==> config.mk <==
export PLATFORM = sky130hd
export DESIGN_NAME = long_fifo_rd_stream
export DESIGN_NICKNAME = d
export VERILOG_FILES = /design/src/rtl/long_fifo_rd_stream_pkg.sv /design/src/rtl/long_fifo_rd_stream.sv
export SDC_FILE = /design/constraint.sdc
export NUM_CORES = 1
export LEC_CHECK = 0
export CORE_MARGIN = 2
export CORE_UTILIZATION = 56
export CTS_BUF_LIST = sky130_fd_sc_hd__clkbuf_16
export CTS_CLUSTER_SIZE = 10
export DETAILED_ROUTE_END_ITERATION = 6
export DONT_BUFFER_PORTS = 1
export GPL_ROUTABILITY_DRIVEN = 0
export PLACE_DENSITY = 0.74
export SETUP_SLACK_MARGIN = 0.4
export SLEW_MARGIN = 20
export SYNTH_ARGS = -nofsm -noshare
export SYNTH_HDL_FRONTEND = slang
export SYNTH_SLANG_ARGS = --single-unit
==> constraint.sdc <==
create_clock -name clock -period 2.1 [get_ports clock]
set_input_delay 0.525 -clock clock [delete_from_list [all_inputs] [get_ports clock]]
set_output_delay 0.525 -clock clock [all_outputs]
set_load 0.02 [all_outputs]
==> src/rtl/long_fifo_rd_stream_pkg.sv <==
// Shared constants for the long FIFO read-side stream adapter.
// The block is family-independent, so this holds only widths common to its users.
package long_fifo_rd_stream_pkg;

    localparam int unsigned WORD_COUNT_W = 32;

endpackage

==> src/rtl/long_fifo_rd_stream.sv <==
// Drains a standard-mode FIFO read port (dout one cycle after rd_en) into a valid/ready
// stream through a small prefetch ring; fifo_rd_en never depends on out_tready.
module long_fifo_rd_stream
    import long_fifo_rd_stream_pkg::*;
#(
    parameter int DSIZE = 10,
    parameter int DEPTH = 4
) (
    input  logic                         clock,
    input  logic                         rst_n,
    input  logic                         flush,
    input  logic                         fifo_empty,
    input  logic [DSIZE-1:0]             fifo_dout,
    output logic                         fifo_rd_en,
    output logic [DSIZE-1:0]             out_tdata,
    output logic                         out_tvalid,
    input  logic                         out_tready,
    output logic [$clog2(DEPTH+1)-1:0]   occupancy,
    output logic [WORD_COUNT_W-1:0]      word_count
);

    localparam int PW = (DEPTH > 1) ? $clog2(DEPTH) : 1;
    localparam int OW = $clog2(DEPTH + 1);
    localparam logic [PW-1:0] LAST_PTR = PW'(DEPTH - 1);
    localparam logic [OW:0]   DEPTH_C  = (OW + 1)'(DEPTH);

    logic [OW-1:0]             r_occ;
    logic                      r_inflight;
    logic                      r_drop;
    logic [PW-1:0]             r_wp;
    logic [PW-1:0]             r_rp;
    logic [DSIZE-1:0]          r_buf [DEPTH];
    logic [WORD_COUNT_W-1:0]   r_word_count;

    logic                      w_capture;
    logic                      w_handshake;
    logic [OW:0]               w_credit;

    function automatic logic [PW-1:0] ptr_inc(input logic [PW-1:0] p);
        return (p == LAST_PTR) ? '0 : p + PW'(1);
    endfunction

    // Credit counts the word still on its way from the FIFO so the ring can never overflow.
    assign w_credit    = {1'b0, r_occ} + {{OW{1'b0}}, r_inflight};
    assign fifo_rd_en  = !fifo_empty && (w_credit < DEPTH_C) && !flush && rst_n;

    assign out_tvalid  = (r_occ != '0);
    assign out_tdata   = out_tvalid ? r_buf[r_rp] : '0;
    assign w_capture   = r_inflight && !r_drop;
    assign w_handshake = out_tvalid && out_tready;
    assign occupancy   = r_occ;
    assign word_count  = r_word_count;

    always_ff @(posedge clock) begin
        if (!rst_n) begin
            r_occ        <= '0;
            r_inflight   <= 1'b0;
            r_drop       <= 1'b0;
            r_wp         <= '0;
            r_rp         <= '0;
            r_word_count <= '0;
        end else begin
            r_inflight <= fifo_rd_en;
            if (w_handshake) begin
                r_word_count <= r_word_count + WORD_COUNT_W'(1);
            end
            if (flush) begin
                r_occ  <= '0;
                r_wp   <= '0;
                r_rp   <= '0;
                r_drop <= r_inflight;
            end else begin
                r_drop <= 1'b0;
                if (w_capture) begin
                    r_wp <= ptr_inc(r_wp);
                end
                if (w_handshake) begin
                    r_rp <= ptr_inc(r_rp);
                end
                case ({w_capture, w_handshake})
                    2'b10:   r_occ <= r_occ + OW'(1);
                    2'b01:   r_occ <= r_occ - OW'(1);
                    default: r_occ <= r_occ;
                endcase
            end
        end
    end

    // Ring storage needs no reset; out_tdata is masked while nothing is buffered.
    always_ff @(posedge clock) begin
        if (w_capture) begin
            r_buf[r_wp] <= fifo_dout;
        end
    end

endmodule

; Word level (Yosys, flattened, before mapping)
; Memories as Yosys holds them, arrays and structs flattened. A register that Yosys moved wholly into a read port is not among the register bits.
; Cells that the tools add are included.
[word_totals]
ramBits = 40
n_memories = 1
inputBits = 15
elab_cells = 39
regBits = 41
[op_classes]
eq_ne = 4
bitwise_logic = 1
magnitude_cmp = 1
n_addsub = 6
mux = 8
reduce_logical = 12
[memory_table]
columns = name, words, width, read_ports, rd_ports_with_merged_regs, write_ports, line_no
row1 = r_buf, 4, 10, 1, 1, 1, long_fifo_rd_stream.sv:32  ; logic [DSIZE-1:0] r_buf [DEPTH];
[ops]
columns = op, count
row1 = $add 32x1->32 const B, 1
row2 = $mux 10, 1
row3 = $mux 2, 4
row4 = $eq 2x2->1 const B, 3
row5 = $pmux 3 s2, 1
row6 = $logic_and 1x1->1, 5
row7 = $add 2x1->2 const B, 2
row8 = $add 3x1->4, 1
row9 = $lt 4x3->1 const B, 1
row10 = $add 3x1->3 const B, 1
row11 = $logic_not 1->1, 3
row12 = $reduce_bool 3->1, 1
row13 = $sub 3x1->3 const B, 1
row14 = $eq 2x1->1 const B, 1
row15 = $mux 1, 2
row16 = $reduce_and 2->1, 1
row17 = $reduce_bool 2->1, 1
row18 = $reduce_or 2->1, 1
row19 = $not 1->1, 1

; Depth between registers and ports, before layout
[depth]
depth_word = 5
ltp_mapped = 9
ltp_nobuf = 8

; Least setup slack after synthesis
; OpenSTA, ideal clock, no wires.
[synth_timing]
kind = reg2reg
start = register r_occ[1], in the netlist occupancy[1]
end = register r_occ[2], in the netlist occupancy[2]
arrival_time_ns = 2.088
slack_ns = -0.058
path_stages_with_launch = 10
period_less_slack_ns = 2.158
required_time_ns = 2.030
path_buffers = 1
path_cell_list = dfxtp_1 -> o31ai_2 -> inv_2 -> buf_2 -> ha_1 -> inv_1 -> fa_1 -> xor2_1 -> or3_1 -> a21oi_1
[synth_between]
elab_chain_len = 4
elab_cells_between_ends = 8
classes_between = 2 x add/sub / 2 x eq/ne / 1 x mux / 3 x reduce/logical
[synth_rtl]
columns = element, line_no
row1 = start: declaration, long_fifo_rd_stream.sv:27  ; logic [OW-1:0] r_occ;
row2 = start signal: assignment, long_fifo_rd_stream.sv:81  ; 2'b10: r_occ <= r_occ + OW'(1);
row3 = start signal: assignment, long_fifo_rd_stream.sv:82  ; 2'b01: r_occ <= r_occ - OW'(1);
row4 = start signal: assignment, long_fifo_rd_stream.sv:83  ; default: r_occ <= r_occ;
row5 = $reduce_bool 3->1 (*), long_fifo_rd_stream.sv:47  ; assign out_tvalid = (r_occ != '0);
row6 = $logic_and 1x1->1 (*), long_fifo_rd_stream.sv:50  ; assign w_handshake = out_tvalid && out_tready;
row7 = named net w_handshake, long_fifo_rd_stream.sv:36  ; logic w_handshake;
row8 = $eq 2x1->1 / $eq 2x2->1 (equally long branches), long_fifo_rd_stream.sv:80  ; case ({w_capture, w_handshake})
row9 = $pmux 3 s2 / $reduce_bool 2->1 (equally long branches), n/a
; The timed path passes the listed nets; every way through them passes the cells marked *.
; A chain may end at the register's enable or synchronous reset.

==> run metrics <==
Area contributors post-synth sky130_fd_sc_hd__edfxtp_1 (34%), sky130_fd_sc_hd__dfxtp_1 (24%), sky130_fd_sc_hd__mux4_2 (6.3%); most used standard cell by instance count after synthesis sky130_fd_sc_hd__dfxtp_1; total negative slack for setup checks 0 ns; post-layout minimum cycle time 2.05 ns; number of H-tree levels 3; Mapped Nets 324; Syn Std Cell Area 0.00356 sq mm; area enclosed by the die boundary around 0.0070 sq mm; clock share of power between 40% and 50%; total wire length 8.56 mm; run status complete, no violations; path type of the worst min-delay path in2reg; Syn Area/Cell 11.8 sq um; CTS buffer count 9; chip width between 80 and 90 um; DIE HEIGHT between 80 and 90 um; post-synthesis async set-or-reset flop share 0%; cell type contributing the most total cell area after synthesis sky130_fd_sc_hd__edfxtp_1; clock latency at the later pin of the worst-skew pair 0.34 ns; grt met2 use roughly two fifths; ant diodes 0; Starting DRT DRC Count about 260; area growth from synthesis to final layout 34.8%; Most Used Layer, Global Route met2; clock tree skew after final layout a little over 0.009 ns; global-route track usage on met1 33.2%; static power due to leakage roughly 0.0016 uW; number of vias in the routed layout around 2,700; Int Power 2540 uW; total count of max-transition violations in the final report 0; Warnings, synthesis 0; initial antenna violation count 0; critical path launch point type flip-flop; Post-Syn Instances 301; drt pass-1 iters 5; sequential element share of the synthesized area 57.9%; CTS Hold Bufs 0; overall track demand over capacity in global routing approximately a quarter; Post-synth top cells sky130_fd_sc_hd__dfxtp_1 (43), sky130_fd_sc_hd__edfxtp_1 (40), sky130_fd_sc_hd__a21oi_1 (29), sky130_fd_sc_hd__nand2_1 (20); transition time of the tightest slew-check pin between 0.5 and 0.6 ns; root cell of the clock tree sky130_fd_sc_hd__clkbuf_16; number of synthesized register bits 83; count of max-cap constraint violations 0; Final Hold Vio Count 0; RSZ-0062 raised after global routing true; power spent charging and discharging nets about 730 uW; Final nets 361; via count of the first global-routing pass 2,596; Gate power share approximately 2.9%; maximum resistive drop on vdd roughly 500 uV; post-layout instance count excluding filler cells 420; initial core utilization between 50% and 60%; power density over cell area between 600 and 700 mW/mm^2; number of clock sinks 83; headroom to the max-slew limit 64.8%; CTS clk-pin slew, worst paths 0.06 ns; number of distinct standard cells referenced by the synthesized netlist 33; share of post-route cells with drive strength above 1 50.7%; number of top-level design ports a little over 60; Crit Path Class reg2out; number of vias per cell 6.46; Post-route DRC 0; kind of end point of the critical path primary output; number of nets still failing antenna checks after routing 0; final critical-path share of the clock period 97.5%; data arrival at the endpoint of the critical path 1.52 ns; worst hold slack after final layout 0.254 ns; number of flops mapped to enable cells by yosys 40; TritonCTS clock tree yes; switch share 22.3%; commonest register cell after synthesis sky130_fd_sc_hd__dfxtp_1; number of setup violations in the final report 0; Seq pwr share about half; buffers added on ports 0; std cell rows 29; placed cells 376; largest fanout on the critical path 5; peak clock frequency supported by timing 488 MHz; GR Util met3 under 10%; Worst EP required 1.57 ns; DR WL/cell roughly 20 um; pin count of the biggest net entering global routing 30; global route total overflow 0; Core ar. ~0.0062 sq mm; share of the synthesized area in the top cell type 33.7%; maximum buffer depth of the clock tree 2; dpl hpwl 4.62 mm; global-route wire length before repair 13.3 mm
==> per-layer routing <==
layer / vias to the layer above / part of all wire [%]
li1: 1224 / -
met1: 1338 / 40
met2: 125 / 49
met3: 26 / 7.9
met4: 0 / 2.7
met5: - / 0
==> placed cells by master, fill, tap and decap left out, drive strengths merged, types with 3 or more instances in the layout <==
master	Yosys	final
nor3	3	3
and2	5	5
mux4	10	10
and4	4	4
inv	10	14
and3	8	8
or4	15	15
nor4	3	3
xor2	9	9
nand3	10	10
nor2b	11	11
o21ai	8	8
o31ai	16	16
buf	8	40
edfxtp	40	40
a21oi	29	29
nor2	13	13
dfxtp	43	43
clkbuf	7	9
ha	7	7
nand4	9	10
or3	8	8
nand2	20	20
==> worst max-delay path: stages, from the launching register on <==
cell	delay, ns
sky130_fd_sc_hd__dfxtp_4	0.39
sky130_fd_sc_hd__buf_12	0.13
sky130_fd_sc_hd__mux4_2	0.50
sky130_fd_sc_hd__nor2b_4	0.17
==> power groups by stage <==
stage,Combinational (uW),Clock [uW],Sequential [uW]
floorplan,60.2,0,1740
global placement,70.2,0,1740
detailed placement,71.3,0,1740
CTS,89.2,1510,1700
global route,102,1580,1690
finish,95.5,1490,1690
==> sequential cells by signal (all words and copies together), names as in the netlist, named ones only <==
| register | flops |
|---|---|
| word_count | 32 |
| occupancy | 3 |
| r_drop | 1 |
| r_wp | 2 |
| r_rp | 2 |
| r_buf | 40 |
| r_inflight | 1 |
==> cells by family after synthesis <==
group / Yosys count / synth area share, %
simple gates: 111 / 18.0
flops: 83 / 57.9
compound gates: 53 / 8.72
buf+inv: 25 / 3.30
mux: 11 / 6.61
xor+xnor: 10 / 2.46
fa+ha+maj: 8 / 3.02
==> metrics by stage <==
stage | cell area [sq um] | util, % | total power (uW) | setup WS (ns)
detailed placement | 3790 | 60.8 | 1820 | 0.184
global route | 4800 | 76.9 | 3380 | 0.0152
floorplan | 3690 | - | 1800 | 0.191
CTS | 4530 | 72.5 | 3300 | 0.0364
finish | 4800 | 76.9 | 3270 | 0.0525
global placement | 3790 | 60.8 | 1810 | 0.261
==> layout make-up <==
| cell class | instances | area, sq um |
|---|---|---|
| flip-flops and latches | 83 | 2140 |
| multi-input cells | 194 | 1800 |
| fillers | 354 | 1440 |
| repair buffers | 40 | 442 |
| clock buffers | 9 | 225 |
| well taps | 77 | 96.3 |
| clock inverters | 7 | 56.3 |
| inverters | 10 | 42.5 |
==> what timing repair did <==
action | 4_1_cts | 5_1_grt
hold endpoints to repair | 0 | 0
cloned | 5 | 1
pin swaps | 24 | 32
gates resized for setup | 71 | 60
buffers inserted | 15 | 7
endpoints found under the setup margin | 30 | 57
==> path summary, 6_finish.rpt <==
path,start,end,slack [ns],cells after the start
min,fifo_empty,r_inflight,0.25,1
min reg2reg,r_inflight,r_drop,0.51,1
max reg2reg,word_count[0],word_count[16],0.19,7
max,flip-flop,out_tdata[9],0.05,3
No activity file was read; power rests on OpenSTA's default activity.
